**src/rtl/mem_serdes.sv**
```systemverilog
// rtl/mem_serdes.sv - digit-serial load/store bridge between the bit-serial datapath and word-wide RAM
// Ports:
//   clk, rst                 rising-edge clock, asynchronous active-low reset
//   start, mode, func        request (sampled in IDLE only); mode 0 load / 1 store; func = RISC-V funct3
//   addr_digit, data_digit   effective address and store data, DIGIT bits per cycle, LSB-first
//   mem_en .. mem_wmask      RAM port; read data returns on mem_rdata one cycle after mem_en
//   load_digit, load_valid   extended load result, DIGIT bits per cycle, LSB-first
//   busy, done, misaligned   status; misaligned holds until the next accepted start
module mem_serdes #(
  parameter int D_WIDTH    = 32,
  parameter int DIGIT      = 1,
  parameter int ADDR_WIDTH = 10
) (
  input  logic                   clk,
  input  logic                   rst,
  input  logic                   start,
  input  logic                   mode,
  input  logic [2:0]             func,
  input  logic [DIGIT-1:0]       addr_digit,
  input  logic [DIGIT-1:0]       data_digit,
  input  logic [D_WIDTH-1:0]     mem_rdata,
  output logic                   mem_en,
  output logic [ADDR_WIDTH-1:0]  mem_addr,
  output logic [D_WIDTH-1:0]     mem_wdata,
  output logic [D_WIDTH/8-1:0]   mem_wmask,
  output logic [DIGIT-1:0]       load_digit,
  output logic                   load_valid,
  output logic                   busy,
  output logic                   done,
  output logic                   misaligned
);

  localparam int N  = D_WIDTH / DIGIT;
  localparam int NB = D_WIDTH / 8;
  localparam int OB = $clog2(NB);
  localparam int AW = ADDR_WIDTH + OB;
  localparam int CW = $clog2(N + 1);

  typedef enum logic [2:0] {
    S_IDLE, S_ADDR, S_MEM, S_CAPTURE, S_SHIFT, S_WRITE, S_DONE
  } state_t;

  state_t             state;
  logic               mode_q;
  logic [2:0]         func_q;
  logic [CW-1:0]      cnt;
  logic [D_WIDTH-1:0] addr_sr;
  logic [D_WIDTH-1:0] data_sr;
  logic [D_WIDTH-1:0] out_sr;

  logic [D_WIDTH-1:0] addr_nxt;
  logic [D_WIDTH-1:0] data_nxt;
  logic               illegal;
  logic [D_WIDTH-1:0] rd_shift;
  logic [D_WIDTH-1:0] rd_mask;
  logic               sign_bit;
  logic [D_WIDTH-1:0] ld_ext;
  logic [D_WIDTH-1:0] wdata_nxt;
  logic [NB-1:0]      wmask_nxt;
  logic               unused_bits;

  // Low ones covering the access size in bits.
  function automatic logic [D_WIDTH-1:0] size_mask(input logic [1:0] s);
    logic [D_WIDTH-1:0] m;
    m = '0;
    for (int b = 0; b < NB; b++)
      if (b < (1 << s)) m[8*b +: 8] = 8'hff;
    return m;
  endfunction

  function automatic logic [NB-1:0] byte_mask(input logic [1:0] s);
    logic [NB-1:0] m;
    m = '0;
    for (int b = 0; b < NB; b++)
      if (b < (1 << s)) m[b] = 1'b1;
    return m;
  endfunction

  // Value the shift registers take this cycle; the legality check and the
  // RAM request both need the address including the digit arriving now.
  assign addr_nxt = {addr_digit, addr_sr[D_WIDTH-1:DIGIT]};
  assign data_nxt = {data_digit, data_sr[D_WIDTH-1:DIGIT]};

  always_comb begin
    illegal = 1'b0;
    if (func_q == 3'd7) illegal = 1'b1;
    if (func_q == 3'd3 && D_WIDTH < 64) illegal = 1'b1;
    if (mode_q && func_q[2]) illegal = 1'b1;
    case (func_q[1:0])
      2'd1:    if (addr_nxt[0]) illegal = 1'b1;
      2'd2:    if (addr_nxt[1:0] != 2'd0) illegal = 1'b1;
      2'd3:    if (addr_nxt[2:0] != 3'd0) illegal = 1'b1;
      default: ;
    endcase
  end

  // Load extraction: the top bit of the size mask selects the sign bit.
  always_comb begin
    rd_shift = mem_rdata >> {addr_sr[OB-1:0], 3'b000};
    rd_mask  = size_mask(func_q[1:0]);
    sign_bit = |(rd_shift & rd_mask & ~(rd_mask >> 1));
    ld_ext   = rd_shift & rd_mask;
    if (!func_q[2] && sign_bit) ld_ext = ld_ext | ~rd_mask;
  end

  assign wdata_nxt = (data_nxt & size_mask(func_q[1:0])) << {addr_nxt[OB-1:0], 3'b000};
  assign wmask_nxt = byte_mask(func_q[1:0]) << addr_nxt[OB-1:0];

  assign busy = (state != S_IDLE);

  // Shift-register tails and address bits above the RAM range carry no meaning.
  assign unused_bits = ^{addr_sr, data_sr};

  always_ff @(posedge clk or negedge rst) begin
    if (!rst) begin
      state      <= S_IDLE;
      mode_q     <= 1'b0;
      func_q     <= 3'd0;
      cnt        <= '0;
      addr_sr    <= '0;
      data_sr    <= '0;
      out_sr     <= '0;
      mem_en     <= 1'b0;
      mem_addr   <= '0;
      mem_wdata  <= '0;
      mem_wmask  <= '0;
      load_digit <= '0;
      load_valid <= 1'b0;
      done       <= 1'b0;
      misaligned <= 1'b0;
    end else begin
      case (state)
        S_IDLE: begin
          if (start) begin
            mode_q     <= mode;
            func_q     <= func;
            misaligned <= 1'b0;
            cnt        <= '0;
            state      <= S_ADDR;
          end
        end
        S_ADDR: begin
          addr_sr <= addr_nxt;
          if (mode_q) data_sr <= data_nxt;
          cnt <= cnt + 1'b1;
          if (cnt == CW'(N - 1)) begin
            if (illegal) begin
              misaligned <= 1'b1;
              done       <= 1'b1;
              state      <= S_DONE;
            end else begin
              mem_en   <= 1'b1;
              mem_addr <= addr_nxt[AW-1:OB];
              if (mode_q) begin
                mem_wdata <= wdata_nxt;
                mem_wmask <= wmask_nxt;
                state     <= S_WRITE;
              end else begin
                state <= S_MEM;
              end
            end
          end
        end
        S_MEM: begin
          mem_en   <= 1'b0;
          mem_addr <= '0;
          state    <= S_CAPTURE;
        end
        S_CAPTURE: begin
          load_digit <= ld_ext[DIGIT-1:0];
          out_sr     <= ld_ext >> DIGIT;
          load_valid <= 1'b1;
          cnt        <= '0;
          state      <= S_SHIFT;
        end
        S_SHIFT: begin
          cnt <= cnt + 1'b1;
          if (cnt == CW'(N - 1)) begin
            load_valid <= 1'b0;
            load_digit <= '0;
            done       <= 1'b1;
            state      <= S_DONE;
          end else begin
            load_digit <= out_sr[DIGIT-1:0];
            out_sr     <= out_sr >> DIGIT;
          end
        end
        S_WRITE: begin
          mem_en    <= 1'b0;
          mem_addr  <= '0;
          mem_wdata <= '0;
          mem_wmask <= '0;
          done      <= 1'b1;
          state     <= S_DONE;
        end
        S_DONE: begin
          done  <= 1'b0;
          state <= S_IDLE;
        end
        default: state <= S_IDLE;
      endcase
    end
  end

endmodule
```
**config.mk**
```make
export PLATFORM = sky130hd
export DESIGN_NAME = mem_serdes
export DESIGN_NICKNAME = d
export VERILOG_FILES = /design/src/rtl/mem_serdes.sv
export SDC_FILE = /design/constraint.sdc
export NUM_CORES = 1
export LEC_CHECK = 0
export BUFFER_PORTS_ARGS = -buffer_cell sky130_fd_sc_hd__clkbuf_2
export CAP_MARGIN = 10
export CORE_ASPECT_RATIO = 0.5
export CORE_MARGIN = 3
export CORE_UTILIZATION = 55
export CTS_CLUSTER_DIAMETER = 40
export DETAILED_ROUTE_END_ITERATION = 6
export PLACE_DENSITY = 0.76
export SLEW_MARGIN = 10
export SYNTH_ARGS = -nofsm -noshare
export SYNTH_HDL_FRONTEND = slang
export SYNTH_SLANG_ARGS = --single-unit
```
**constraint.sdc**
```tcl
create_clock -name clk -period 4.2 [get_ports clk]
set_input_delay 0.63 -clock clk [delete_from_list [all_inputs] [get_ports clk]]
set_output_delay 0.63 -clock clk [all_outputs]
set_load 0.01 [all_outputs]
```
==> results of run 1 <==
-- cells in the final DEF (no fill, tap or decap), types with 5 or more instances in the layout --
master     count
clkbuf_2      91
o221ai_1       6
o31ai_1        8
nor2b_1        7
mux4_2         8
nand2_1       29
o21a_1         8
buf_4         17
o221a_2        7
a32o_1        10
nor2_1        27
mux2_2       101
a31oi_1       17
o311ai_0       8
inv_8          5
nor3_1        28
dfrtp_1      158
and2_1         7
a22oi_1        9
clkbuf_16     17
o22ai_1        9
nand3_1       12
a221oi_1       8
inv_1         23
a211oi_1      10
o21ai_0       26
mux2i_1       30
a21oi_1       39
-- critical path, delay by kind of cell (launching register included) --
family / cells / cell delay (ns)
and+or+nand+nor: 2 / 1.11
DFF: 1 / 0.58
buffers and inverters: 2 / 0.53
AOI/OAI and AO/OA: 2 / 0.52
-- flip-flops by register name, summed over array words and instances, names as in the netlist --
signal / flops
mode_q: 1
mem_wmask: 4
mem_addr: 10
state: 3
mem_en: 1
mem_wdata: 32
load_digit: 1
func_q: 3
cnt: 6
data_sr: 31
done: 1
out_sr: 31
addr_sr: 32
misaligned: 1
load_valid: 1
-- per-layer routing --
layer	vias to the layer above	part of all wire (%)	wire length, µm
met5	-	0	0
met4	0	1.0	186
met3	19	5.7	1070
met2	206	47	8770
met1	2991	46	8620
li1	2717	-	-
-- path summary, 6_finish.rpt --
check,startpoint,endpoint,depth (start not counted)
max,state[2],out_sr[8],6
min,rst,load_valid,1
max reg2reg,state[2],out_sr[8],6
min reg2reg,load_valid,load_valid,1
max in group asynchronous,rst,data_sr[19],2
min in group clk,addr_digit,addr_sr[31],2
-- final cells by class --
type	count	share of cell area (%)
Clock inverter	15	1.87
Timing Repair Buffer	109	6.59
Sequential cell	158	43.8
Clock buffer	17	4.72
Tap cell	192	2.66
Inverter	24	0.999
Multi-Input combinational cell	450	39.3
-- power by group through the flow --
stage | Clock, mW | Combinational, mW | Sequential (mW)
final | 1.53 | 2.76 | 2.57
after global routing | 1.63 | 3.02 | 2.65
after CTS | 1.55 | 2.76 | 2.56
after detailed placement | 0 | 2.74 | 2.58
after global placement | 0 | 2.66 | 2.56
after floorplan | 0 | 2.21 | 2.41
-- logic make-up (layout without fill, tap and decap cells) --
family,after synthesis,in the layout
and+or+nand+nor,128,128
DFF,158,158
buffers and inverters,78,165
muxes,141,141
AOI/OAI and AO/OA,180,180
adders and majority gates,1,1
==> results.yml, run 1 <==
layout:
  fillers: 1056
  multi_input_area_mm2: 0.00355
  final_cells: 965
  utilization_pct: 65.7
  fin_area_mm2: 0.00902
  layout.nets: 802
  final-seq-area_mm2: 0.00395
  drive_gt1_share_pct: 34.0
  num_antenna_cells: 0
  area_growth_pct: 15.1
timing:
  hold_violations: 0
  finalSetupViolations: 0
  fin_crit_ns: 2.83
  slew_violations: 0
  skew_ns: 0.0142
  fin_crit_sh_pct: 67.3
  tightest_slew_ns: 1.12
  rsz0062_at_grt: "false"
  relSlewSlack_pct: 25.5
  max_freq_mhz: 354
  layout_setup_ws_ns: 1.37
  fin_hold_ws_ns: 0.278
  timing.setup.tns_ns: 0
critical_path:
  max_stage_delay_ns: 0.59
  cp-end-kind: "flop"
  worstPathRequired_ns: 4.56
  start_kind: "flop"
  critical_path.most_common_cell: "buf_4"
  crit_slowest_cell: "nand2_1"
  worstPathCellList: "buf_4, nor3b_2, o21ai_1, buf_4, nand2_1, o221a_2"
  cp_max_fo: 22
  r2r_slack_ns: 1.37
  path_class: "reg2reg"
  arrival_ns: 3.19
clock_tree:
  path_clk_slew_ns: 0.07
  cts_tree: "done"
  cts_setup_buffers: 0
  cts-root-buf: "clkbuf_16"
  clock-sinks: 158
  cts_resized: 0
  cts_buffer_depth: 2
  cts_hold_buf: 0
  clk_latency_ns: 0.42
  numCtsBuffers: 17
  htreeDepth: 4
power:
  p_int_mw: 4.19
  clkPwrFrac_pct: 22.3
  total_power_mw: 6.87
  ir_drop_mv: 0.407
  powerDensity_mw_per_mm2: 762
  power.switching_mw: 2.68
  p_leak_nw: 3.97
  seqPwrFrac_pct: 37.4
  power_frac_comb_pct: 40.2
  swShare_pct: 39.0
synthesis:
  syn_inst: 686
  synth_compound_area_share_pct: 16.0
  synth_top_area_share_pct: 50.5
  synth_area_mm2: 0.00784
  yosysWarnings: 0
  synth.distinct_cells: 52
  yosys_register_bits: 158
  synth_area_leader_cell: "dfrtp_1"
  synth_flop_cell: "dfrtp_1"
  yosysMostFrequentCell: "dfrtp_1"
  synth_top_family_by_area: "multiplexers"
  synth-async-reset-ratio_pct: 100
  synth_seq_area_share_pct: 50.5
  synth_common_cells: "dfrtp_1 (158), mux2_2 (101), a21oi_1 (39)"
  muxShareOfSynthArea_pct: 20.9
  synth_edf_count: 0
  synth_xor_area_share_pct: 0
  yosys-top-cells-area: "dfrtp_1 (50%), mux2_2 (15%), mux2i_1 (3.8%)"
  synthSimpleGateAreaFrac_pct: 8.16
  yosys.area_share.adder_pct: 0.160
  syn_area_per_cell_um2: 11.4
  syn_nets: 728
placement:
  gp_congestion: 0.899
  post-place-ws_ns: 1.52
  numPortBuffers: 92
  placed_cell_area_mm2: 0.00843
  dp_hpwl_um: 12500
  place_inst: 933
outcome:
  violations: "design-rule violations"
  status: "complete, but fails checks"
job:
  cap_violations: 0
grt:
  grt_max_degree: 96
  grt_pass1_wl_um: 30900
  globalRouteOverflowTotal: 0
  grt.total_usage_pct: 24.2
  busiest_layer: "met2"
  grt_use_met2_pct: 37.3
  antenna_found_initial: 0
  grt_use_met3_pct: 4.24
  use_met1_pct: 35.6
  grt_pass1_vias: 5984
routing:
  routed-via-count: 5933
  ant_nets: 0
  dr.pass1.iters: 7
  routed_wl_um: 18600
  viasPerCell: 6.15
  routedWlPerCell_um: 19.3
  drc: 4
  drt_iter0_drc: 661
floorplan:
  dieArea_mm2: 0.0158
  num_io_pins: 93
  start_util_pct: 57.0
  die_w_um: 175
  die_y_um: 90.4
  placementRows: 30
  core-area_mm2: 0.0137
worst_hold_path:
  worstHoldPathType: "in2async"
Power figures use the tool's default switching activity.
==> inputs of run 2 (changes only) <==
CORE_UTILIZATION = 53   (was 55)
clock period = 2.6 ns   (was 4.2 ns; I/O delays follow)
==> results.yml, run 2 (synthesized netlist as in run 1, its figures left out) <==
timing:
  hold_violations: 0
  layout_setup_ws_ns: 0.348
  timing.setup.tns_ns: 0
  skew_ns: 0.0154
  rsz0062_at_grt: "false"
  fin_crit_sh_pct: 86.6
  relSlewSlack_pct: 45.9
  max_freq_mhz: 444
  finalSetupViolations: 0
  fin_crit_ns: 2.25
  slew_violations: 0
  tightest_slew_ns: 0.812
placement:
  numPortBuffers: 92
  place_inst: 943
  dp_hpwl_um: 12800
  post-place-ws_ns: 0.358
  gp_congestion: 0.873
power:
  p_leak_nw: 4.04
  clkPwrFrac_pct: 22.3
  power.switching_mw: 4.38
  total_power_mw: 11.3
  seqPwrFrac_pct: 36.4
  power_frac_comb_pct: 41.3
  powerDensity_mw_per_mm2: 1230
  p_int_mw: 6.90
  ir_drop_mv: 0.775
  swShare_pct: 38.9
job:
  cap_violations: 0
layout:
  reg_top3: "addr_sr (32), mem_wdata (32)"
  drive_gt1_share_pct: 34.8
  layout.nets: 813
  area_growth_pct: 16.9
  num_antenna_cells: 0
  final_cell_mix: "dfrtp_1 (158), mux2_2 (101), clkbuf_2 (91)"
  layout_commonest_cell: "dfrtp_1"
  final_cells: 976
routing:
  dr.pass1.iters: 5
  drc: 0
  ant_nets: 0
  viasPerCell: 6.16
  routedWlPerCell_um: 19.2
  drt_iter0_drc: 606
  routed-via-count: 6014
  routed_wl_um: 18700
clock_tree:
  clock-sinks: 158
  cts_tree: "done"
  cts-root-buf: "clkbuf_16"
  numCtsBuffers: 17
  cts_setup_buffers: 0
  cts_buffer_depth: 2
  clk_latency_ns: 0.43
  path_clk_slew_ns: 0.07
  htreeDepth: 4
critical_path:
  cp-end-kind: "flop"
  arrival_ns: 2.56
  cpLargestDelayFamily: "simple AND/OR/NAND/NOR gates"
  r2r.worst_path.cells: 6
  worstPathCellList: "ha_1, nand3_4, or2_4, o31ai_4, buf_12, mux2_2"
  start_kind: "flop"
  crit_buf_inv: 1
  cp_num_cells: 6
  cp_max_fo: 36
  crit_slowest_cell: "dfrtp_1"
  max_stage_delay_ns: 0.42
  path_class: "reg2reg"
  worstPathRequired_ns: 2.91
floorplan:
  placementRows: 30
  core-area_mm2: 0.0140
  die_y_um: 92.0
  start_util_pct: 56.0
  dieArea_mm2: 0.0164
  num_io_pins: 93
  die_w_um: 178
grt:
  grt.total_usage_pct: 23.2
  grt_max_degree: 70
  globalRouteOverflowTotal: 0
  grt_pass1_vias: 5697
  grt_pass1_wl_um: 30100
  antenna_found_initial: 0
worst_hold_path:
  hold_depth: 2
  worstHoldPathType: "in2reg"
outcome:
  status: "complete, no violations"
==> run 2: cell types whose count changed in the layout (fill, tap and decap cells not counted), moves of 2 or more <==
cell    change
buf_4       +7
inv_8       +2
inv_6       -3
buf_12      +3
==> run 2: power groups by stage <==
stage | sequential [mW] | combinational (mW) | clock [mW]
after floorplan | 3.90 | 3.57 | 0
after global placement | 4.08 | 4.49 | 0
after detailed placement | 4.12 | 4.63 | 0
after CTS | 4.09 | 4.67 | 2.56
after global routing | 4.22 | 5.11 | 2.66
final | 4.10 | 4.66 | 2.51
==> run 2: timing repair <==
| item | 4_1_cts | 5_1_grt |
|---|---|---|
| resized for setup | 0 | 0 |
| endpoints found under the hold margin | 22 | 0 |
| hold buffers | 1 | 0 |
| endpoints found under the setup margin | 0 | 0 |
==> run 2: area by class of cell <==
type / count / area [µm²]
Inverter: 24 / 90.1
Sequential cell: 158 / 3950
Multi-Input combinational cell: 450 / 3550
Clock inverter: 15 / 185
Tap cell: 192 / 240
Clock buffer: 17 / 425
Fill cell: 1105 / 4840
Timing Repair Buffer: 120 / 717
==> run 2: stage by stage <==
step / utilization, % / hold slack [ns] / instance area (µm²)
2_1_floorplan: - / 0.0944 / 7840
3_3_place_gp: 61.0 / 0.435 / 8540
3_5_place_dp: 61.0 / 0.453 / 8540
4_1_cts: 65.4 / 0.186 / 9160
5_1_grt: 65.4 / 0.197 / 9160
6_report: 65.4 / 0.193 / 9160
==> run 2: path summary, 6_finish.rpt <==
| path | startpoint | endpoint | slack, ns |
|---|---|---|---|
| worst max-delay path | cnt[0] | mem_wdata[21] | 0.35 |
| worst min-delay path | addr_digit | addr_sr[31] | 0.19 |
| worst max register to register | cnt[0] | mem_wdata[21] | 0.35 |
| worst min register to register | load_valid | load_valid | 0.48 |
| max in group asynchronous | rst | out_sr[10] | 1.36 |
| min in group asynchronous | rst | addr_sr[28] | 0.55 |
==> run 2: layer usage <==
| layer | GRT usage (%) | part of all wire [%] |
|---|---|---|
| met5 | 0 | 0 |
| met3 | 5.38 | 7.3 |
| met1 | 32.7 | 44 |
| met4 | 6.98 | 0.91 |
| met2 | 36.0 | 48 |
==> run 2: worst register-to-register path, stage by stage (launching register included) <==
cell and delay, ns:
dfrtp_1 0.42, ha_1 0.27, nand3_4 0.20, or2_4 0.34
o31ai_4 0.27, buf_12 0.27, mux2_2 0.38
==> inputs of run 3 (changes only) <==
ABC_AREA = 1   (was unset)
PLACE_DENSITY = 0.77   (was 0.76)
==> results.yml, run 3 <==
placement:
  dp_hpwl_um: 13700
  numPortBuffers: 92
  gp_congestion: 0.915
synthesis:
  synth-async-reset-ratio_pct: 100
  syn_inst: 997
  synth_area_mm2: 0.00774
  synth_top_area_share_pct: 51.1
  synth.distinct_cells: 37
  syn_area_per_cell_um2: 7.77
  yosysMostFrequentCell: "nand2_1"
  syn_nets: 1039
  synth_common_cells: "nand2_1 (348), dfrtp_1 (158), o21ai_0 (103)"
  yosys-top-cells-area: "dfrtp_1 (51%), nand2_1 (17%), o21ai_0 (6.7%)"
  synth_seq_area_share_pct: 51.1
  yosys_register_bits: 158
  synth_edf_count: 0
  synth_flop_cell: "dfrtp_1"
  synth_area_leader_cell: "dfrtp_1"
  yosysWarnings: 0
clock_tree:
  cts_resized: 0
  clock-sinks: 158
  cts_buffer_depth: 2
  cts_tree: "done"
  htreeDepth: 4
  clk_latency_ns: 0.43
  numCtsBuffers: 17
  cts-root-buf: "clkbuf_16"
  path_clk_slew_ns: 0.07
power:
  ir_drop_mv: 0.543
  total_power_mw: 9.97
  powerDensity_mw_per_mm2: 1110
  p_leak_nw: 4.49
grt:
  globalRouteOverflowTotal: 0
  grt_max_degree: 67
  antenna_found_initial: 0
  grt_pass1_wl_um: 33400
  grt_pass1_vias: 6653
  grt.total_usage_pct: 25.7
timing:
  fin_crit_sh_pct: 86.7
  relSlewSlack_pct: 53.8
  rsz0062_at_grt: "false"
  skew_ns: 0.0127
  fin_crit_ns: 2.25
  hold_violations: 0
  timing.setup.tns_ns: 0
  tightest_slew_ns: 0.692
  finalSetupViolations: 0
  max_freq_mhz: 444
  slew_violations: 0
layout:
  final-seq-area_mm2: 0.00395
  reg_top3: "addr_sr (32), mem_wdata (32)"
  layout.nets: 1115
  area_growth_pct: 15.4
  layout_commonest_cell: "nand2_1"
  num_antenna_cells: 0
  multi_input_area_mm2: 0.00328
  drive_gt1_share_pct: 16.0
  final_cell_mix: "nand2_1 (348), dfrtp_1 (158), o21ai_0 (103)"
  fillers: 1214
critical_path:
  arrival_ns: 2.55
  cp_max_fo: 24
  cp-end-kind: "flop"
  path_class: "reg2reg"
  start_kind: "flop"
  worstPathRequired_ns: 2.90
outcome:
  status: "complete, but fails checks"
  violations: "design-rule violations"
floorplan:
  start_util_pct: 55.6
  die_w_um: 177
  core-area_mm2: 0.0139
  num_io_pins: 93
  dieArea_mm2: 0.0162
  die_y_um: 91.5
  placementRows: 30
routing:
  viasPerCell: 5.51
  drt_iter0_drc: 736
  routed_wl_um: 20100
  ant_nets: 0
  routed-via-count: 7043
  drc: 8
  routedWlPerCell_um: 15.7
  dr.pass1.iters: 7
job:
  cap_violations: 0
worst_hold_path:
  worstHoldPathType: "in2reg"
run 3: path summary, 6_finish.rpt:
kind | cells after the start | slack (ns) | start | endpoint
worst min-delay path | 3 | 0.15 | addr_digit | addr_sr[31]
worst max register to register | 5 | 0.35 | addr_sr[2] | mem_wdata[23]
min in group asynchronous | 2 | 0.44 | rst | mem_wdata[25]
worst max-delay path | 5 | 0.35 | addr_sr[2] | mem_wdata[23]
max in group asynchronous | 3 | 1.42 | rst | data_sr[21]
worst min register to register | 2 | 0.47 | done | done
run 3: per-layer routing:
| layer | wire [µm] | track usage [%] | part of all wire (%) |
|---|---|---|---|
| met1 | 9320 | 36.2 | 46 |
| met2 | 9180 | 40.2 | 46 |
| met5 | 0 | 0 | 0 |
| met3 | 1230 | 4.97 | 6.1 |
| met4 | 377 | 8.23 | 1.9 |
run 3: layout make-up:
type,count,area share [%]
inverters,66,2.77
well taps,192,2.69
clock inverters,13,1.32
repair buffers,113,7.29
clock buffers,19,5.07
multi-input cells,717,36.6
flip-flops and latches,158,44.2
run 3: worst max-delay path, stage by stage, from the launching register on:
cell and delay [ns]:
dfrtp_1 0.67, clkinv_1 0.47, nand2_1 0.21, inv_1 0.32, o211ai_1 0.34, o21ai_1 0.12
run 3: logic make-up after synthesis:
kind of cell | after synthesis | share of synthesized area (%)
AND/OR/NAND/NOR | 495 | 25.8
AO/OA/AOI/OAI | 217 | 15.8
flip-flops | 158 | 51.1
buffers and inverters | 122 | 6.67
XOR/XNOR | 3 | 0.339
multiplexers | 1 | 0.129
adder cells (fa/ha/maj) | 1 | 0.162
run 3: metrics by stage:
step	hold WS [ns]	cell area [µm²]	worst slack (ns)	utilization (%)	instances
floorplan	0.0944	7740	1.05	-	997
global placement	0.321	8360	0.421	60.0	1245
detailed placement	0.325	8360	0.409	60.0	1245
CTS	0.150	8940	0.380	64.2	1278
global route	0.151	8940	0.186	64.2	1278
finish	0.155	8940	0.347	64.2	1278
run 3: what timing repair did:
action                                 4_1_cts  5_1_grt
buffers inserted                             0        0
endpoints found under the hold margin       35        0
hold buffers                                 1        0
run 3: report_power, final:
part | internal [mW] | switching, mW
registers | 3.20 | 0.491
logic | 1.23 | 2.59
clock network | 1.32 | 1.14
